<file path="src/rtl/sodor_1stage_mem_arbiter.sv">
// Arbitrates the Sodor 1-stage core's fetch and data ports onto one memory port.
// It allows one transaction in flight and a single-entry instruction buffer.
module sodor_1stage_mem_arbiter #(
  parameter int unsigned ADDR_W = 32,
  parameter int unsigned DATA_W = 32
) (
  input  logic              clock,
  input  logic              reset,
  input  logic              io_imem_req_valid,
  input  logic [ADDR_W-1:0] io_imem_req_addr,
  output logic              io_imem_req_ready,
  output logic              io_imem_resp_valid,
  output logic [DATA_W-1:0] io_imem_resp_data,
  input  logic              io_imem_resp_ready,
  input  logic              io_imem_flush,
  input  logic              io_dmem_req_valid,
  input  logic [ADDR_W-1:0] io_dmem_req_addr,
  input  logic              io_dmem_req_fcn,
  input  logic [DATA_W-1:0] io_dmem_req_wdata,
  output logic              io_dmem_req_ready,
  output logic              io_dmem_resp_valid,
  output logic [DATA_W-1:0] io_dmem_resp_data,
  output logic              io_mem_req_valid,
  output logic [ADDR_W-1:0] io_mem_req_addr,
  output logic              io_mem_req_fcn,
  output logic [DATA_W-1:0] io_mem_req_wdata,
  input  logic              io_mem_req_ready,
  input  logic              io_mem_resp_valid,
  input  logic [DATA_W-1:0] io_mem_resp_data,
  output logic              io_dmiss,
  output logic              io_err
);

  typedef enum logic [1:0] {IDLE, I_WAIT, D_WAIT} state_t;
  typedef enum logic [1:0] {GNT_NONE, GNT_IMEM, GNT_DMEM} grant_t;

  state_t            state;
  grant_t            grant;
  logic              buf_full;
  logic [DATA_W-1:0] buf_data;
  logic              kill;
  logic              err;
  logic              dmiss;
  logic              mem_fire;

  // Data side wins outright; fetch only when the buffer has room for the reply.
  always_comb begin
    grant = GNT_NONE;
    if (state == IDLE) begin
      if (io_dmem_req_valid)
        grant = GNT_DMEM;
      else if (io_imem_req_valid && !buf_full)
        grant = GNT_IMEM;
    end
  end

  always_comb begin
    io_mem_req_valid = (grant != GNT_NONE);
    io_mem_req_addr  = io_imem_req_addr;
    io_mem_req_fcn   = 1'b0;
    io_mem_req_wdata = '0;
    if (grant == GNT_DMEM) begin
      io_mem_req_addr  = io_dmem_req_addr;
      io_mem_req_fcn   = io_dmem_req_fcn;
      io_mem_req_wdata = io_dmem_req_wdata;
    end
  end

  assign mem_fire           = io_mem_req_valid & io_mem_req_ready;
  assign io_dmem_req_ready  = (grant == GNT_DMEM) & io_mem_req_ready;
  assign io_imem_req_ready  = (grant == GNT_IMEM) & io_mem_req_ready;
  assign io_dmem_resp_valid = (state == D_WAIT) & io_mem_resp_valid;
  assign io_dmem_resp_data  = io_mem_resp_data;
  assign io_imem_resp_valid = buf_full;
  assign io_imem_resp_data  = buf_data;
  assign io_dmiss           = dmiss;
  assign io_err             = err;

  always_ff @(posedge clock) begin
    if (reset) begin
      state    <= IDLE;
      buf_full <= 1'b0;
      buf_data <= '0;
      kill     <= 1'b0;
      err      <= 1'b0;
      dmiss    <= 1'b0;
    end else begin
      if (io_imem_resp_ready || io_imem_flush)
        buf_full <= 1'b0;
      case (state)
        IDLE: begin
          dmiss <= mem_fire && (grant == GNT_DMEM);
          if (mem_fire) begin
            state <= (grant == GNT_DMEM) ? D_WAIT : I_WAIT;
            kill  <= io_imem_flush && (grant == GNT_IMEM);
          end
          if (io_mem_resp_valid)
            err <= 1'b1;
        end
        I_WAIT: begin
          // A flush arriving with the response drops it directly; kill only covers later arrivals.
          if (io_mem_resp_valid) begin
            state <= IDLE;
            kill  <= 1'b0;
            if (!kill && !io_imem_flush) begin
              buf_data <= io_mem_resp_data;
              buf_full <= 1'b1;
            end
          end else if (io_imem_flush) begin
            kill <= 1'b1;
          end
        end
        D_WAIT: begin
          dmiss <= !io_mem_resp_valid;
          if (io_mem_resp_valid)
            state <= IDLE;
        end
        default: state <= IDLE;
      endcase
    end
  end

endmodule

</file>
<file path="config.mk">
export PLATFORM = sky130hd
export DESIGN_NAME = sodor_1stage_mem_arbiter
export DESIGN_NICKNAME = d
export VERILOG_FILES = /design/src/rtl/sodor_1stage_mem_arbiter.sv
export SDC_FILE = /design/constraint.sdc
export NUM_CORES = 1
export LEC_CHECK = 0
export CORE_MARGIN = 5
export CORE_UTILIZATION = 25
export DETAILED_ROUTE_END_ITERATION = 12
export PLACE_DENSITY = 0.86
export SLEW_MARGIN = 20
export SYNTH_ARGS = -nofsm -noshare
export SYNTH_HDL_FRONTEND = slang
export SYNTH_SLANG_ARGS = --single-unit
export TNS_END_PERCENT = 50
</file>
<file path="constraint.sdc">
create_clock -name clock -period 2.6 [get_ports clock]
set_clock_uncertainty 0.05 [all_clocks]
set_input_delay 0.65 -clock clock [delete_from_list [all_inputs] [get_ports clock]]
set_output_delay 0.65 -clock clock [all_outputs]
set_load 0.05 [all_outputs]
</file>
==> summary.md <==
| Metric | Value |
|---|---|
| Cell Pwr Density | between 400 and 500 nW/um2 |
| Mapped Nets | 434 |
| Post-route ant nets | 0 |
| Critical path origin | io_dmem_req_valid |
| Place WS | -0.0705 ns |
| Post-synthesis instance total | ~290 |
| Util after Layout | roughly 67% |
| Area of the multi-input gates | between 1000 and 1500 um2 |
| Met3 Use GR | ~7% |
| Synth Register Bits | 38 |
| Setup-failing EPs final | 0 |
| Critical path peak fanout | 8 |
| Layout cell share with drive strength beyond 1 | 29.7% |
| Max-slew headroom | 63.9% |
| Num CTS Buffers | 5 |
| Clk pin slew, worst setup/hold paths | around 0.070 ns |
| Finished Cell Area | approximately 6100 um2 |
| Initial Util | 25.5% |
| GRT Max-Usage Layer | met2 |
| Htree depth | 2 |
| I/O pin cnt | between 200 and 300 |
| Dpl hpwl | approximately 10 mm |
| Max-slew violations | 0 |
| Met1 Usage GRT | between 10% and 20% |
| Drt drc | 0 |
| Reg2Reg Setup Slack | 0.71 ns |
| CP Data Required Time | approximately 1.9 ns |
| Met2 Resource Use GR | 37.3% |
| Area after DPL | roughly 6000 um2 |
| R2R cell count | 8 |
| Slew @ Worst Pin | between 0.5 and 0.6 ns |
| Leading cell types in the layout, fill and taps excluded | clkdlybuf4s50_1, buf_12, nand2_1 |
| Largest net degree at the start of global routing | 39 |
| TritonRoute pass-1 iters | 4 |
| Max cap viols | 0 |
| Post-CTS Setup Bufs | 0 |
| Status | completed |
| Clk root buf | clkbuf_8 |
| Synth area leaders | dfxtp_1, mux2_2, nand2_1, buf_4, and3_1 |
| Critical path class | primary input to output port |
| Sequential cell area | between 700 and 800 um2 |
| FMAX | slightly below 0.4 GHz |
| CTS tree | done |
| Largest area contributor in the netlist | dfxtp_1 |
| Vias in the first global route | between 3k and 4k |
| Leakage | around 2.5 nW |
| Worst-skew pair later-pin latency | 0.28 ns |
| Die Wd | approximately 110 um |
| Antenna violations before repair | 0 |
| Cell Area, Synth | 2330 um2 |
| R2R Path Start | state[0]$_SDFFE_PP0P_ |
| Diodes inserted | 0 |
| Final std cells w/o fill | about 640 |
| Endpoints failing hold | 0 |
| Crit. End Element | output port |
| Worst min path class | flop to flop |
| Layout Nets | between 600 and 700 |
| RD Place Congestion | between 0.8 and 0.9 |
| Via total after detailed routing | between 2k and 3k |
| Crit path DAT | 1.85 ns |
| Hold-fix buffers, CTS | 0 |
| Fin Hold WS | between 0.4 and 0.5 ns |
| Most common cell after layout, fill and taps aside | clkdlybuf4s50_1 |
| Vias per std cell | 4.61 |
| Fin crit period | around 2.6 ns |
| PortBufs | about 270 |
| Fillcell total | 680 |
| Dpl cells | between 600 and 700 |
| Overall global routing resource usage | a little under a fifth |
| Seq/Total Area, Yosys | about a third |
| Clk sinks | 38 |
| Final worst setup slack | about 0.048 ns |
| First-pass GRT wire length | roughly 17 mm |
| Synth warn | 0 |
| Post-synth top area share | about a third |
| Library cells used by synthesis | 25 |
| DIE AREA | between 10,000 and 15,000 um2 |
| Peak supply drop | 220 uV |
| Gr ovfl total | 0 |
| Starting DRT DRC Count | between 100 and 150 |
| Crit share post-route | 98.2% |
| Crit path to | io_mem_req_addr[3] |
| Max clock buf depth | 2 |
| FF-to-FF End | state[0]$_SDFFE_PP0P_ |
| Synthesis-to-finish area growth | 162% |
| Die Height | 107 um |
| Wirelength, routed | about 12 mm |
| Core area | around 9200 um2 |
| Wire length per cell | between 15 and 20 um |
| Syn avg cell area | slightly below 8 um2 |
| Setup crit start kind | primary input |
| Row Count | 35 |
## worst max-delay path: stages
cell and delay, ns:
dlygate4sd2_1 0.27, nand2_4 0.13, bufbuf_16 0.28, mux2_2 0.36, buf_12 0.16
## worst min-delay path by stage
stage	start	to	slack, ns	depth (start not counted)
floorplan	state[1]$_SDFFE_PP0P_	state[1]$_SDFFE_PP0P_	0.40	2
global placement	io_imem_resp_data[29]$_SDFFE_PP0P_	io_imem_resp_data[29]$_SDFFE_PP0P_	0.39	2
detailed placement	io_imem_resp_data[31]$_SDFFE_PP0P_	io_imem_resp_data[31]$_SDFFE_PP0P_	0.40	2
CTS	io_imem_resp_data[31]$_SDFFE_PP0P_	io_imem_resp_data[31]$_SDFFE_PP0P_	0.41	2
global route	io_imem_resp_data[17]$_SDFFE_PP0P_	io_imem_resp_data[17]$_SDFFE_PP0P_	0.43	2
finish	io_imem_resp_data[18]$_SDFFE_PP0P_	io_imem_resp_data[18]$_SDFFE_PP0P_	0.40	2
## cell type report
| cell class | instances | share of cell area [%] |
|---|---|---|
| timing repair buffer | 284 | 63.6 |
| multi-input combinational | 199 | 20.0 |
| sequential | 38 | 12.5 |
| tap | 111 | 2.28 |
| clock buffer | 7 | 1.41 |
| inverter | 3 | 0.184 |
| clock inverter | 1 | 0.0820 |
## flip-flops by register name, summed over array words and instances (netlist names)
register / flops
io_imem_resp_valid: 1
io_err: 1
io_imem_resp_data: 32
state: 2
kill: 1
io_dmiss: 1
## routing by layer
metal,vias to the layer above,part of all wire (%)
met5,-,0
met4,0,3.3
met3,25,9.9
met2,176,55
met1,1341,31
li1,1423,-
## logic make-up after synthesis
kind of cell	Yosys count	share of synthesized area [%]
compound gates	43	9.93
buf+inv	57	15.7
flops	38	32.6
mux	32	15.5
fa+ha+maj	3	1.61
simple gates	121	24.6
## stage by stage
| stage | total power [W] | setup TNS (ns) |
|---|---|---|
| after floorplan | 0.00127 | 0 |
| after global placement | 0.00203 | -1.31 |
| after detailed placement | 0.00205 | -1.77 |
| after CTS | 0.00249 | 0 |
| after global routing | 0.00254 | -0.000617 |
| final | 0.00246 | 0 |
## Yosys cell counts
library cell,count
nor3b_1,1
ha_1,3
buf_6,3
a221o_1,1
a21oi_2,1
and2_1,1
nor2_1,3
a21oi_1,36
inv_1,3
and3_1,35
or3_1,1
nand2_1,71
o21ai_0,2
nor2b_1,4
a211oi_1,1
clkbuf_1,11
mux2_2,32
nand2b_1,2
buf_2,8
nor3_1,2
nor3_2,1
buf_4,32
a22oi_1,1
o21a_1,1
dfxtp_1,38
## where the power goes
group | leakage (nW) | switching [W] | internal (W)
Sequential | 0.308 | 0.00000768 | 0.000593
Clock | 0.0482 | 0.000192 | 0.000214
Combinational | 2.12 | 0.000714 | 0.000742
Total | 2.48 | 0.000913 | 0.00155
## timing repair
item                                    CTS  global route
pin swaps                                 1             0
resized for setup                         5             2
gates cloned                              2             0
endpoints found under the setup margin   33             9
(Power assumes the default switching activity.)
==> RTL change 1: new RTL, same flow settings <==
Register the output `io_err` once more, without a reset; this adds one clock of latency there. The other outputs are not delayed to match.
--- a/src/rtl/sodor_1stage_mem_arbiter.sv
+++ b/src/rtl/sodor_1stage_mem_arbiter.sv
@@ -74,7 +74,9 @@
   assign io_imem_resp_valid = buf_full;
   assign io_imem_resp_data  = buf_data;
   assign io_dmiss           = dmiss;
-  assign io_err             = err;
+  always_ff @(posedge clock) begin
+    io_err <= err;
+  end
 
   always_ff @(posedge clock) begin
     if (reset) begin
Check against the original RTL: not equivalent (a bounded check fails within 4 cycles, from zero or initial values and one cycle with reset high).
==> RTL change 1 against the unedited design <==
  * Via count shrank 0.61%
  * Register-to-register slack gained 60 ps
  * Sequential cell count grew 1
  * Area after synthesis grew 0.86%
  * Largest cell class unchanged
  * Power grew 5.2%
  * Maximum frequency shrank 0.11%
  * Utilization grew 0.28 points
  * Hold slack lost 94 ps
  * Routed wire length grew 2.3%
  * Setup slack lost 2.8 ps
  * Cell area grew 0.90%
  * Critical path type unchanged
  * Critical path depth grew 1
==> RTL change 1: results (changes against the unedited design) <==
* Status: completed (unchanged)
* Leakage at 2.52 nW (was 2.48 nW)
* Place WS at -97.7 ps (was -70.5 ps)
* Layout fillers at 667 (was 680)
* Synth Instances at 295 (was 294)
* WL/cell at 18.4 um (was 18.0 um)
* Post_cts resized at 9 (was 5)
* Number of global-route vias before repair at 3168 (was 3116)
* Dpl hpwl at 10200 um (was 10100 um)
* Global-route wire length before repair at 17300 um (was 16600 um)
* List of most frequent post-synthesis cells: nand2_1 (71), dfxtp_1 (39), a21oi_1 (36), and3_1 (35) (was nand2_1 (71), dfxtp_1 (38), a21oi_1 (36), and3_1 (35))
* GRT Resource Usage Total at 19.7% (was 18.7%)
* Met2 routed WL at 6590 um (was 6420 um)
* Hold EP: io_err (was io_imem_resp_data[18])
* Placed inst area at 5960 um^2 (was 5940 um^2)
* Tightest Pin Transition at 541 ps (was 539 ps)
* RD Place Congestion at 0.822 (was 0.825)
* Synth Net Count at 435 (was 434)
* Synth Area in Adders at 1.60% (was 1.61%)
* Worst hold stages at 0 (was 2)
* Multiplexer area fraction after synthesis at 15.3% (was 15.5%)
* Worst vdd ir at 0.000270 V (was 0.000220 V)
* Startpoint of the worst hold path: err (was io_imem_resp_data[18])
* Crit path max fanout at 13 (was 8)
* Synth Area in Compound Gates at 9.85% (was 9.93%)
* Initial DRC Count at 105 (was 109)
## RTL change 1: routing by layer
layer / vias to the layer above / global-route usage [%]
met1: 1306 / 16.7
li1: 1430 / -
met5: - / 0
met2: 179 / 39.2
met4: 0 / 9.77
met3: 32 / 7.34
## RTL change 1: area by class of cell
type	count	area (um^2)	area share, %
Sequential cell	39	783	12.7
Inverter	3	11.3	0.183
Timing Repair Buffer	285	3870	62.9
Clock inverter	2	35.0	0.569
Tap cell	111	139	2.25
Multi-Input combinational cell	199	1230	20.0
Clock buffer	6	82.6	1.34
## RTL change 1: power breakdown
group | total, mW | switching (mW) | leakage [nW] | internal [mW]
Combinational | 1.46 | 0.719 | 2.14 | 0.744
Clock | 0.509 | 0.199 | 0.0612 | 0.310
Sequential | 0.618 | 0.00814 | 0.316 | 0.610
## RTL change 1: worst max-delay path: cells and delay by family
| kind | cells | cell delay (ps) |
|---|---|---|
| multiplexers | 1 | 370 |
| AND/OR/NAND/NOR | 1 | 120 |
| buffers and inverters | 4 | 690 |
==> RTL change 2: new RTL, same settings <==
Made on the original files. Change the parameter `ADDR_W` from 32 to 24.
--- a/src/rtl/sodor_1stage_mem_arbiter.sv
+++ b/src/rtl/sodor_1stage_mem_arbiter.sv
@@ -1,7 +1,7 @@
 // Arbitrates the Sodor 1-stage core's fetch and data ports onto one memory port.
 // It allows one transaction in flight and a single-entry instruction buffer.
 module sodor_1stage_mem_arbiter #(
-  parameter int unsigned ADDR_W = 32,
+  parameter int unsigned ADDR_W = 24,
   parameter int unsigned DATA_W = 32
 ) (
   input  logic              clock,
Interface: changed (resized io_dmem_req_addr, io_imem_req_addr and io_mem_req_addr); port bits go from 273 to 249. The function was not compared with the original's and may differ.
==> RTL change 2 against the unedited design <==
  * Cell area is 6.1% lower
  * Count of clock-buffer cells in the layout fell by 1
  * Routed wire length fell by 2.6%
  * First-iteration DRC count shrank 50%
  * Clock power up 3%
  * Power decreased by 5.4%
  * Cell count decreased by 4.8%
  * Area after synthesis is 4.1% lower
  * Setup slack improved by 95 ps
  * Die area down 3.7%
  * Sequential cell count is the same
  * Sequential power barely moved
==> RTL change 2: results (changes against the unedited design) <==
* Status: completed (unchanged)
* Initial DRC Count at 55 (was 109)
* Number of global-route vias before repair at 3210 (was 3116)
* FF-to-FF End: state[0] (unchanged)
* CTS buffer count at 5 (unchanged)
* Synth Area in Adders at 1.68% (was 1.61%)
* Crit path to: io_mem_req_addr[11] (was io_mem_req_addr[3])
* Met2 routed WL at 6550 um (was 6420 um)
* Worst R2R Path Depth at 7 (was 8)
* Arr. time, crit path at 1760 ps (was 1850 ps)
* Share of cells above drive strength 1 at 28.8% (was 29.7%)
* Synth Net Count at 410 (was 434)
* WL/cell at 18.4 um (was 18.0 um)
* Drt via density at 4.63 (was 4.61)
* # port buffers at 248 (was 272)
* WL met1 at 3310 um (was 3640 um)
* Dpl hpwl at 9560 um (was 10100 um)
* Leakage at 2.34 nW (was 2.48 nW)
* Initial antenna violation count at 0 (unchanged)
* Sequential area share after synthesis at 34.0% (was 32.6%)
* Setup slack, reg-to-reg at 880 ps (was 710 ps)
* Slowest library cell on the worst path: dfxtp_1 (was mux2_2)
* Layout fillers at 657 (was 680)
* Global-route wire length before repair at 17100 um (was 16600 um)
* RD Place Congestion at 0.864 (was 0.825)
* Largest net degree at the start of global routing at 41 (was 39)
* Met1 Usage GRT at 17.3% (was 16.6%)
* R2r startpoint: state[0] (unchanged)
* Most used DFF post-synth: dfxtp_1 (unchanged)
* Met3 Use GR at 7.77% (was 6.98%)
* Worst vdd ir at 0.000209 V (was 0.000220 V)
* Synth Area in Compound Gates at 10.4% (was 9.93%)
* Met2 Use GR at 38.4% (was 37.3%)
* Nets at 627 (was 671)
* Critical path class: reg2out (was in2out)
* Met3 WL post-DR at 1000 um (was 1150 um)
* List of most frequent post-synthesis cells: nand2_1 (72), dfxtp_1 (38), a21oi_1 (36), and3_1 (34), buf_4 (32) (was nand2_1 (71), dfxtp_1 (38), a21oi_1 (36), and3_1 (35))
* Main area contributors after synthesis: dfxtp_1 (34%), nand2_1 (12%), mux2_2 (12%) (was dfxtp_1 (33%), mux2_2 (15%), nand2_1 (11%))
* Slew headroom at 63.5% (was 63.9%)
* Startpoint of the worst hold path: io_imem_resp_data[11] (was io_imem_resp_data[18])
* GRT Resource Usage Total at 19.5% (was 18.7%)
* Crit path max fanout at 6 (was 8)
* N_diodes at 0 (unchanged)
* Post-synthesis cell type count at 26 (was 25)
* Multiplexer area fraction after synthesis at 12.1% (was 15.5%)
[RTL change 2: power breakdown]
part / switching, mW / internal (mW)
combinational: 0.651 / 0.662
clock: 0.204 / 0.213
sequential: 0.00739 / 0.593
total: 0.862 / 1.47
[RTL change 2: final cells by class]
cell class	count	area, um^2	area share [%]
clock buffers	6	82.6	1.44
clock inverters	2	12.5	0.218
inverters	4	15.0	0.262
multi-input cells	191	1130	19.8
flip-flops and latches	38	761	13.3
well taps	108	135	2.36
repair buffers	263	3590	62.6
[RTL change 2: cell families (layout without fill, tap and decap cells)]
| kind of cell | after synthesis | in the layout |
|---|---|---|
| multiplexers | 24 | 24 |
| flip-flops | 38 | 38 |
| AND/OR/NAND/NOR | 121 | 121 |
| adder cells (fa/ha/maj) | 3 | 3 |
| AO/OA/AOI/OAI | 43 | 43 |
| buffers and inverters | 57 | 275 |
[RTL change 2: worst min-delay path by stage]
stage	to	slack (ps)	cells past startpoint
global placement	io_imem_resp_data[11]	390	2
finish	io_imem_resp_data[11]	400	2
floorplan	state[1]	400	2
CTS	io_imem_resp_data[11]	410	2
global route	io_imem_resp_data[11]	420	2
detailed placement	io_imem_resp_data[11]	400	2
[RTL change 2: per-stage QoR]
step | cell area [um^2] | cells | hold WS (ps) | worst slack [ps]
final | 5730 | 612 | 405 | 142
after global routing | 5730 | 612 | 420 | 42.6
after CTS | 5650 | 609 | 406 | -34.2
after detailed placement | 5540 | 601 | 395 | -31.3
after global placement | 5540 | 601 | 393 | 2.72
after floorplan | 2240 | 286 | 403 | -66.1
[RTL change 2: timing repair]
action / CTS / global route
pin swaps: 0 / 1
hold endpoints to repair: 0 / 0
resized for setup: 2 / 7
buffers inserted: 0 / 0
endpoints found under the setup margin: 26 / 60
hold buffers: 0 / 0
gates cloned: 0 / 3
